### src/rtl/i2c_target_core.sv
// i2c_target_core: I2C target with address match, RX FIFO and valid/ready TX stream.
// Define I2C_TARGET_CLK_STRETCH_EN to stretch SCL on TX underrun or full RX FIFO.
module i2c_target_core #(
  parameter int ADDR_WIDTH  = 7,
  parameter int DATA_WIDTH  = 8,
  parameter int FIFO_DEPTH  = 4,
  parameter int SYNC_STAGES = 2
) (
  input  logic                  clk_i,
  input  logic                  rst_n_i,
  input  logic                  scl_i,
  input  logic                  sda_i,
  output logic                  scl_oe_o,
  output logic                  sda_oe_o,
  input  logic [ADDR_WIDTH-1:0] own_addr_i,
  output logic [DATA_WIDTH-1:0] rx_data_o,
  output logic                  rx_valid_o,
  input  logic                  rx_ready_i,
  input  logic [DATA_WIDTH-1:0] tx_data_i,
  input  logic                  tx_valid_i,
  output logic                  tx_ready_o,
  output logic                  busy_o,
  output logic                  rw_o,
  output logic                  start_o,
  output logic                  stop_o,
  output logic                  match_o,
  output logic                  overflow_o,
  output logic                  nack_o
);
`ifdef I2C_TARGET_CLK_STRETCH_EN
  localparam bit STRETCH = 1'b1;
`else
  localparam bit STRETCH = 1'b0;
`endif
  localparam int SW = (ADDR_WIDTH + 1 > DATA_WIDTH) ? ADDR_WIDTH + 1 : DATA_WIDTH;
  localparam int CW = $clog2(SW + 1);
  localparam int PW = $clog2(FIFO_DEPTH);
  typedef enum logic [3:0] {IDLE, ADDR, ADDR_ACK, WR_DATA, WR_ACK, RD_LOAD, RD_DATA, RD_ACK, IGNORE} state_t;
  state_t state;
  logic [SYNC_STAGES-1:0] scl_s, sda_s;
  logic [1:0] scl_h, sda_h;
  logic scl_f, sda_f, scl_p, sda_p;
  logic rise, fall, start_c, stop_c;
  logic [SW-1:0] sh;
  logic [CW-1:0] cnt;
  logic [ADDR_WIDTH-1:0] addr;
  logic [DATA_WIDTH-1:0] mem [FIFO_DEPTH];
  logic [PW-1:0] wp, rp;
  logic [PW:0] count;
  logic push, pop, space;
  function automatic logic maj(input logic a, input logic b, input logic c);
    return (a & b) | (a & c) | (b & c);
  endfunction
  // Synchroniser, then a 3-sample majority vote; idle bus reads high.
  always_ff @(posedge clk_i or negedge rst_n_i)
    if (!rst_n_i) begin
      scl_s <= '1;
      sda_s <= '1;
      scl_h <= '1;
      sda_h <= '1;
      {scl_f, sda_f, scl_p, sda_p} <= '1;
    end else begin
      scl_s <= {scl_s[SYNC_STAGES-2:0], scl_i};
      sda_s <= {sda_s[SYNC_STAGES-2:0], sda_i};
      scl_h <= {scl_h[0], scl_s[SYNC_STAGES-1]};
      sda_h <= {sda_h[0], sda_s[SYNC_STAGES-1]};
      scl_f <= maj(scl_s[SYNC_STAGES-1], scl_h[0], scl_h[1]);
      sda_f <= maj(sda_s[SYNC_STAGES-1], sda_h[0], sda_h[1]);
      scl_p <= scl_f;
      sda_p <= sda_f;
    end
  assign rise    = scl_f & ~scl_p;
  assign fall    = ~scl_f & scl_p;
  assign start_c = scl_f & scl_p & sda_p & ~sda_f;
  assign stop_c  = scl_f & scl_p & ~sda_p & sda_f;
  assign rx_valid_o = |count;
  assign rx_data_o  = mem[rp];
  assign pop   = rx_valid_o & rx_ready_i;
  assign space = count != (PW+1)'(FIFO_DEPTH) || pop;
  assign push  = state == WR_DATA && cnt == CW'(DATA_WIDTH) && !scl_f && space;
  always_ff @(posedge clk_i or negedge rst_n_i)
    if (!rst_n_i) begin
      for (int i = 0; i < FIFO_DEPTH; i++) mem[i] <= '0;
      wp <= '0;
      rp <= '0;
      count <= '0;
    end else begin
      if (push) mem[wp] <= sh[DATA_WIDTH-1:0];
      wp <= wp + PW'(push);
      rp <= rp + PW'(pop);
      count <= count + (PW+1)'(push) - (PW+1)'(pop);
    end
  always_ff @(posedge clk_i or negedge rst_n_i)
    if (!rst_n_i) begin
      state <= IDLE;
      sh <= '0;
      cnt <= '0;
      addr <= '0;
      {scl_oe_o, sda_oe_o, tx_ready_o, busy_o, rw_o} <= '0;
      {start_o, stop_o, match_o, overflow_o, nack_o} <= '0;
    end else begin
      {start_o, stop_o, match_o, overflow_o, nack_o} <= '0;
      if (stop_c) begin
        stop_o <= 1'b1;
        state <= IDLE;
        busy_o <= 1'b0;
        {scl_oe_o, sda_oe_o, tx_ready_o} <= '0;
      end else if (start_c) begin
        start_o <= 1'b1;
        state <= ADDR;
        cnt <= '0;
        addr <= own_addr_i;
        {scl_oe_o, sda_oe_o, tx_ready_o} <= '0;
      end else
        case (state)
          ADDR:
            if (rise) begin
              sh <= {sh[SW-2:0], sda_f};
              cnt <= cnt + CW'(1);
            end else if (cnt == CW'(ADDR_WIDTH + 1) && !scl_f) begin
              if (sh[ADDR_WIDTH:1] == addr) begin
                match_o <= 1'b1;
                sda_oe_o <= 1'b1;
                busy_o <= 1'b1;
                rw_o <= sh[0];
                state <= ADDR_ACK;
              end else begin
                busy_o <= 1'b0;
                state <= IGNORE;
              end
            end
          ADDR_ACK:
            if (fall) begin
              sda_oe_o <= 1'b0;
              cnt <= '0;
              tx_ready_o <= rw_o;
              scl_oe_o <= STRETCH & rw_o & ~tx_valid_i;
              state <= rw_o ? RD_LOAD : WR_DATA;
            end
          WR_DATA:
            if (rise) begin
              sh <= {sh[SW-2:0], sda_f};
              cnt <= cnt + CW'(1);
            end else if (cnt == CW'(DATA_WIDTH) && !scl_f) begin
              if (space) begin
                sda_oe_o <= 1'b1;
                scl_oe_o <= 1'b0;
                state <= WR_ACK;
              end else if (STRETCH)
                scl_oe_o <= 1'b1;
              else begin
                overflow_o <= 1'b1;
                state <= WR_ACK;
              end
            end
          WR_ACK:
            if (fall) begin
              sda_oe_o <= 1'b0;
              cnt <= '0;
              state <= WR_DATA;
            end
          RD_LOAD:
            if (tx_ready_o && tx_valid_i) begin
              sh <= SW'(tx_data_i);
              sda_oe_o <= ~tx_data_i[DATA_WIDTH-1];
              cnt <= '0;
              {tx_ready_o, scl_oe_o} <= '0;
              state <= RD_DATA;
            end else if (rise && !STRETCH) begin
              // Master clocked bit 7 with nothing loaded: send all-ones.
              sh <= '1;
              cnt <= CW'(1);
              tx_ready_o <= 1'b0;
              overflow_o <= 1'b1;
              state <= RD_DATA;
            end else begin
              tx_ready_o <= 1'b1;
              scl_oe_o <= STRETCH & ~tx_valid_i;
            end
          RD_DATA:
            if (rise)
              cnt <= cnt + CW'(1);
            else if (fall) begin
              if (cnt == CW'(DATA_WIDTH)) begin
                sda_oe_o <= 1'b0;
                state <= RD_ACK;
              end else begin
                sh <= sh << 1;
                sda_oe_o <= ~sh[DATA_WIDTH-2];
              end
            end
          RD_ACK:
            if (rise) begin
              if (sda_f) begin
                nack_o <= 1'b1;
                state <= IGNORE;
              end else
                cnt <= '0;
            end else if (fall && cnt == '0) begin
              tx_ready_o <= 1'b1;
              scl_oe_o <= STRETCH & ~tx_valid_i;
              state <= RD_LOAD;
            end
          default: ;
        endcase
    end
endmodule

### config.mk
export PLATFORM = sky130hd
export DESIGN_NAME = i2c_target_core
export DESIGN_NICKNAME = d
export VERILOG_FILES = /design/src/rtl/i2c_target_core.sv
export SDC_FILE = /design/constraint.sdc
export NUM_CORES = 1
export LEC_CHECK = 0
export CORE_MARGIN = 4
export CORE_UTILIZATION = 30
export DETAILED_ROUTE_END_ITERATION = 7
export SLEW_MARGIN = 15
export SYNTH_ARGS = -nofsm -noshare
export SYNTH_HDL_FRONTEND = slang
export SYNTH_SLANG_ARGS = --single-unit
### constraint.sdc
create_clock -name clk_i -period 3 [get_ports clk_i]
set_clock_uncertainty 0.15 [all_clocks]
set_input_delay 0.6 -clock clk_i [delete_from_list [all_inputs] [get_ports clk_i]]
set_output_delay 0.6 -clock clk_i [all_outputs]
set_load 0.02 [all_outputs]
==> impl_metrics.toml, run 1 <==
[setup_path]
crit_path_frequent_cell = "sky130_fd_sc_hd__ha_1"
timing.critical_path.max_delay_family = "adder cells"
ff2ff_setup_slack_ns = 0.23
setup.worst_path.start_class = "register"
crit_path_top_delay_cell = "sky130_fd_sc_hd__dfrtp_1"
cpPeakStageDelay_ns = 0.40
critPathMaxFanout = 6
worst-endpoint-required_ns = 3.06
rr_worst_depth = 11
worst_r2r_endpoint = "count[2]$_DFF_PN0_"
cp.arrival_ns = 2.83
crit_buf_inv = 2
critical_path_class = "reg -> reg"
timing.critical_path.to_type = "register"
crit_chain = "inv_1 -> ha_1 -> and3b_2 -> nand4_1 -> nand2b_2 -> ha_1 -> inv_1 -> ha_1 -> fa_1 -> xor2_1 -> xnor2_1"
r2r_start = "cnt[0]$_DFFE_PN0P_"

[timing]
fmax_mhz = 361
finalHoldViolCount = 0
maxSlewHeadroom_pct = 38.6
finalCritPeriodShare_pct = 92.3
final_period_minus_worst_setup_slack_ns = 2.77
finalSetupViolations = 0
setup-tns-final_ns = 0
worstMarginPinSlew_ns = 0.909
final_max_slew_viol_count = 0
rsz0062_at_grt = "no"

[pwr]
cellPowerDensity_nw_per_um2 = 661
p_sw_share_pct = 28.2
power.ir.vdd_worst_mv = 0.292
power.sequential.fraction_pct = 41.6
share_comb_of_total_power_pct = 21.0
switching_power_uw = 937
power.leakage_nw = 2.27
clkPwrFrac_pct = 37.5
internal_power_mw = 2.39

[global_route]
grt_util_all_layers_pct = 11.9
grt_pass1_vias = 2846
grt_remaining_overflow = 0
grt_pass1_wl_um = 15000
grt_antenna_before_repair = 0
grt_start_max_net_pins = 49

[floorplan]
core_area_um2 = 13300
die_area_um2 = 15600
initial_core_util_pct = 30.8
floorplan.die.width_um = 125
die_height_um = 125
rows = 42
ios = 40

[cts]
ctsLongestPathBuffers = 2
cts.reportedPaths.clkPinSlew_ns = 0.06
tritoncts.num_buffers = 9
cts.sink_count = 83
root_buffer_cell = "sky130_fd_sc_hd__clkbuf_16"
cts_setup_buffers = 0
ctsHtreeMaxLevel = 3
tritoncts_clock_tree = "yes"
clk-insertion-delay-late_ns = 0.33

[detailed_routing]
wl_um = 9090
post-route-drc-count = 0
routed_via_density = 4.98
dr.pass1.iters = 4
routed_via_count = 2886
route.detailed.wl_per_inst_um = 15.7
first_iter_violations = 166
antenna_violating_nets_post_route = 0

[job]
max_cap_violations = 0

[worst_hold_path]
hold_path_class = "in -> async"

[synth]
yosys_warnings = 0
basic_gate_share_of_the_synthesized_area_counting_and_or_nand_and_nor_cells_pct = 14.5
ys_ff_latch = 83
synth_edf_count = 0
synth_top_family_by_area = "simple AND/OR/NAND/NOR gates"
ys_seq_area_share_pct = 51.1
post_synth_mux_area_share_pct = 14.2
async_flop_share_pct = 100
synth.avg_cell_area_um2 = 11.5
dominantRegCellSynth = "sky130_fd_sc_hd__dfrtp_1"
post_synth_num_cell_types = 73
synthXorXnorAreaFrac_pct = 2.57
mappedNetlistNets = 384
postSynthCellCount = 356
syn_std_cell_area_um2 = 4090
synth_compound_area_share_pct = 11.1
adder_and_majority_gate_portion_of_the_synthesized_area_pct = 2.81

[finish]
layout-area-overhead-vs-synth_pct = 22.9
mostFrequentLayoutCells = "sky130_fd_sc_hd__dfrtp_1 (71), sky130_fd_sc_hd__nand2_1 (49), sky130_fd_sc_hd__clkdlybuf4s50_1 (37)"
fillCellCount = 1291
most_common_library_cell_in_the_layout_ignoring_fill_and_taps = "sky130_fd_sc_hd__dfrtp_1"
fraction_of_final_layout_cells_with_drive_strength_greater_than_1_pct = 16.8
antenna_cells = 0
final_core_util_pct = 37.8
nets = 427

[placed_design]
finalWeightedCongestion = 0.872
numPortBuffers = 38
dp.final_hpwl_um = 6360

[run_status]
outcome = "finished clean"
-- sequential cells by signal (all words and copies together), names as in the netlist, 2 cells and up --
name and cells:
cnt 4, scl_h 2, wp 2, mem 32, state 4, rp 2
count 3, sda_s 2, scl_s 2, sda_h 2, sh 8, addr 7
-- timing repair --
item | in CTS | in global routing
setup endpoints to repair | 0 | 1
resized for setup | 0 | 1
hold buffers | 0 | 0
hold endpoints to repair | 0 | 0
-- power groups by stage --
stage          combinational (mW)  sequential [mW]  clock (mW)
2_1_floorplan               0.513             1.34           0
3_3_place_gp                0.679             1.39           0
3_5_place_dp                0.696             1.40           0
4_1_cts                     0.702             1.38        1.28
5_1_grt                     0.771             1.40        1.33
6_report                    0.697             1.38        1.25
-- final cells by class --
cell class | instances | area, um^2 | area share (%)
timing repair buffer | 49 | 473 | 9.40
inverter | 14 | 52.6 | 1.04
sequential | 83 | 2090 | 41.6
multi-input combinational | 242 | 1860 | 36.9
tap | 176 | 220 | 4.38
clock inverter | 4 | 98.8 | 1.96
clock buffer | 12 | 236 | 4.70
-- synthesized netlist by cell type (3+ instances only) --
| library cell | n | area, um^2 |
|---|---|---|
| sky130_fd_sc_hd__dfstp_2 | 12 | 315 |
| sky130_fd_sc_hd__o22ai_1 | 3 | 18.8 |
| sky130_fd_sc_hd__nand2b_1 | 6 | 37.5 |
| sky130_fd_sc_hd__inv_1 | 10 | 37.5 |
| sky130_fd_sc_hd__ha_1 | 6 | 75.1 |
| sky130_fd_sc_hd__o21ai_1 | 11 | 55.1 |
| sky130_fd_sc_hd__o21ai_0 | 14 | 70.1 |
| sky130_fd_sc_hd__clkbuf_1 | 7 | 26.3 |
| sky130_fd_sc_hd__inv_2 | 3 | 11.3 |
| sky130_fd_sc_hd__mux2_1 | 34 | 383 |
| sky130_fd_sc_hd__buf_2 | 5 | 25.0 |
| sky130_fd_sc_hd__xor2_1 | 7 | 61.3 |
| sky130_fd_sc_hd__nand2_1 | 49 | 184 |
| sky130_fd_sc_hd__nor2_1 | 18 | 67.6 |
| sky130_fd_sc_hd__dfrtp_1 | 71 | 1780 |
| sky130_fd_sc_hd__xnor2_1 | 5 | 43.8 |
| sky130_fd_sc_hd__nor2b_1 | 3 | 18.8 |
| sky130_fd_sc_hd__nand4_1 | 6 | 37.5 |
| sky130_fd_sc_hd__a21o_1 | 3 | 22.5 |
| sky130_fd_sc_hd__a21oi_1 | 8 | 40.0 |
| sky130_fd_sc_hd__mux4_2 | 8 | 180 |
-- metrics by stage --
| stage | hold WS (ns) | setup slack, ns | instances | power, mW | cell area (um^2) |
|---|---|---|---|---|---|
| 6_report | 0.0627 | 0.231 | 580 | 3.32 | 5030 |
| 5_1_grt | 0.0948 | 0.0784 | 580 | 3.50 | 5030 |
| 4_1_cts | 0.0739 | 0.183 | 580 | 3.37 | 5030 |
| 3_3_place_gp | 0.196 | 0.169 | 564 | 2.07 | 4690 |
| 3_5_place_dp | 0.197 | 0.0234 | 564 | 2.09 | 4690 |
| 2_1_floorplan | 0.154 | 0.410 | 356 | 1.85 | 4090 |
-- cell families (layout without fill, tap and decap cells) --
family / Yosys count / count (layout)
AND/OR/NAND/NOR: 112 / 112
other: 1 / 1
XOR/XNOR: 12 / 12
multiplexers: 44 / 44
AO/OA/AOI/OAI: 64 / 64
adder cells (fa/ha/maj): 9 / 9
buffers and inverters: 31 / 79
flip-flops: 83 / 83
-- how the worst max path moves through the flow --
stage / from / endpoint / slack [ns] / depth (start not counted)
6_report: cnt[0]$_DFFE_PN0P_ / count[2]$_DFF_PN0_ / 0.23 / 11
3_5_place_dp: rx_ready_i / count[2]$_DFF_PN0_ / 0.02 / 10
5_1_grt: cnt[0]$_DFFE_PN0P_ / count[2]$_DFF_PN0_ / 0.08 / 11
4_1_cts: cnt[0]$_DFFE_PN0P_ / count[2]$_DFF_PN0_ / 0.18 / 11
3_3_place_gp: rx_ready_i / count[2]$_DFF_PN0_ / 0.17 / 10
2_1_floorplan: cnt[0]$_DFFE_PN0P_ / count[2]$_DFF_PN0_ / 0.41 / 12
-- routing by layer --
layer,wire [um],global-route usage [%]
met5,0,0
met4,108,4.27
met3,546,2.92
met2,4030,17.2
met1,4410,17.3
No activity file was read; power rests on OpenSTA's default activity.
==> run 2: changes to the inputs <==
--- a/config.mk
+++ b/config.mk
@@ -5,7 +5,7 @@
 export SDC_FILE = /design/constraint.sdc
 export NUM_CORES = 1
 export LEC_CHECK = 0
-export CORE_MARGIN = 4
+export CORE_MARGIN = 3
 export CORE_UTILIZATION = 30
 export DETAILED_ROUTE_END_ITERATION = 7
 export SLEW_MARGIN = 15
==> run 2 against run 1 <==
Sequential power about the same. Largest power group unchanged. Non-clock buffer count unchanged. Final area decreased by 1.0%.
==> impl_metrics.toml, run 2 (synthesis results as in run 1) <==
[setup_path]
timing.critical_path.max_delay_family = "adder cells"
cpPeakStageDelay_ns = 0.40
setup.worst_path.start_class = "register"
critPathMaxFanout = 6
r2r_start = "cnt[0]$_DFFE_PN0P_"
crit_buf_inv = 2
crit_path_frequent_cell = "sky130_fd_sc_hd__ha_1"
crit_path_top_delay_cell = "sky130_fd_sc_hd__dfrtp_1"
cp.arrival_ns = 2.96
rr_worst_depth = 11
crit_chain = "inv_1 -> ha_1 -> and3b_2 -> nand4_1 -> nand2b_2 -> ha_1 -> inv_1 -> ha_1 -> fa_1 -> xor2_1 -> xnor2_1"
timing.critical_path.to_type = "register"
worst_r2r_endpoint = "count[2]$_DFF_PN0_"
worst-endpoint-required_ns = 3.10
ff2ff_setup_slack_ns = 0.14
critical_path_class = "reg -> reg"

[placed_design]
finalWeightedCongestion = 0.876
dp.final_hpwl_um = 6590
numPortBuffers = 38

[finish]
layout-area-overhead-vs-synth_pct = 21.6
registers.top_by_ff_count = "mem"
reg_top3 = "mem: 32 flops, sh: 8 flops, addr: 7 flops"
max_reg_flops = 32
most_common_library_cell_in_the_layout_ignoring_fill_and_taps = "sky130_fd_sc_hd__dfrtp_1"
fillCellCount = 1281
mostFrequentLayoutCells = "sky130_fd_sc_hd__dfrtp_1 (71), sky130_fd_sc_hd__nand2_1 (49), sky130_fd_sc_hd__clkdlybuf4s50_1 (37)"
nets = 427
antenna_cells = 0
fraction_of_final_layout_cells_with_drive_strength_greater_than_1_pct = 17.1
seqCellArea_um2 = 2090
final_core_util_pct = 37.4
multi_input_comb_area_um2 = 1860

[pwr]
internal_power_mw = 2.18
cellPowerDensity_nw_per_um2 = 628
switching_power_uw = 947
p_sw_share_pct = 30.3
share_comb_of_total_power_pct = 22.2
totalPowerFinal_mw = 3.12
power.sequential.fraction_pct = 44.6
power.ir.vdd_worst_mv = 0.287
clkPwrFrac_pct = 33.3
power.leakage_nw = 2.24

[detailed_routing]
routed_via_count = 2927
post-route-drc-count = 0
antenna_violating_nets_post_route = 0
routed_via_density = 5.05
wl_um = 9280
first_iter_violations = 205
dr.pass1.iters = 4
route.detailed.wl_per_inst_um = 16.0

[cts]
cts_setup_buffers = 0
root_buffer_cell = "sky130_fd_sc_hd__clkbuf_16"
tritoncts_clock_tree = "yes"
ctsHtreeMaxLevel = 3
cts.reportedPaths.clkPinSlew_ns = 0.06
quantity_of_gates_resized_following_cts = 0
tritoncts.num_buffers = 9
cts_hold_repair.buffers = 0
clk-insertion-delay-late_ns = 0.34
cts.sink_count = 83
ctsLongestPathBuffers = 2

[floorplan]
rows = 42
floorplan.die.width_um = 123
die_height_um = 123
initial_core_util_pct = 30.8
die_area_um2 = 15100
core_area_um2 = 13300
ios = 40

[timing]
setup-tns-final_ns = 0
fmax_mhz = 350
finalHoldViolCount = 0
final_period_minus_worst_setup_slack_ns = 2.86
maxSlewHeadroom_pct = 39.6
finalCritPeriodShare_pct = 95.3
finalSetupViolations = 0
rsz0062_at_grt = "no"
final_max_slew_viol_count = 0
worstMarginPinSlew_ns = 0.894

[global_route]
grt_antenna_before_repair = 0
grt_util_all_layers_pct = 13.0
grt_start_max_net_pins = 49
grt_remaining_overflow = 0
grt_pass1_vias = 2881
grt_pass1_wl_um = 15200

[worst_hold_path]
hold_path_class = "in -> async"

[run_status]
outcome = "finished clean"

[job]
max_cap_violations = 0
-- run 2: worst max path at each step --
stage	start	end	slack, ns	depth (start not counted)
floorplan	cnt[0]$_DFFE_PN0P_	count[2]$_DFF_PN0_	0.41	12
global placement	rx_ready_i	count[2]$_DFF_PN0_	0.17	10
detailed placement	rx_ready_i	count[2]$_DFF_PN0_	0.04	10
CTS	cnt[0]$_DFFE_PN0P_	count[2]$_DFF_PN0_	0.13	11
global route	cnt[0]$_DFFE_PN0P_	count[2]$_DFF_PN0_	0.01	11
finish	cnt[0]$_DFFE_PN0P_	count[2]$_DFF_PN0_	0.14	11
-- run 2: through the flow --
stage	instance area (um^2)	std cells	setup WS, ns	hold WS (ns)
2_1_floorplan	4090	356	0.410	0.154
3_3_place_gp	4690	564	0.166	0.196
3_5_place_dp	4690	564	0.0393	0.197
4_1_cts	4980	580	0.132	0.0833
5_1_grt	4980	580	0.0110	0.0983
6_report	4980	580	0.142	0.0664
-- run 2: power groups by stage --
stage               logic [mW]  clock network (mW)  registers [mW]
floorplan                0.513                   0            1.34
global placement         0.666                   0            1.41
detailed placement       0.687                   0            1.41
CTS                      0.695                1.07            1.39
global route             0.767                1.11            1.41
finish                   0.692                1.04            1.39
-- run 2: final cells by class --
class                           instances  share of cell area, %
Clock buffer                           13                   5.23
Timing Repair Buffer                   49                   9.50
Tap cell                              176                   4.42
Inverter                               14                   1.06
Sequential cell                        83                   42.0
Multi-Input combinational cell        242                   37.3
Clock inverter                          3                  0.452
-- run 2: metal layers --
| metal | vias to the layer above | share of wire [%] | global-route usage, % |
|---|---|---|---|
| met2 | 85 | 44 | 19.2 |
| met5 | - | 0 | 0 |
| met3 | 10 | 5.9 | 3.50 |
| li1 | 1353 | - | - |
| met4 | 0 | 1.3 | 3.85 |
| met1 | 1479 | 48 | 18.7 |
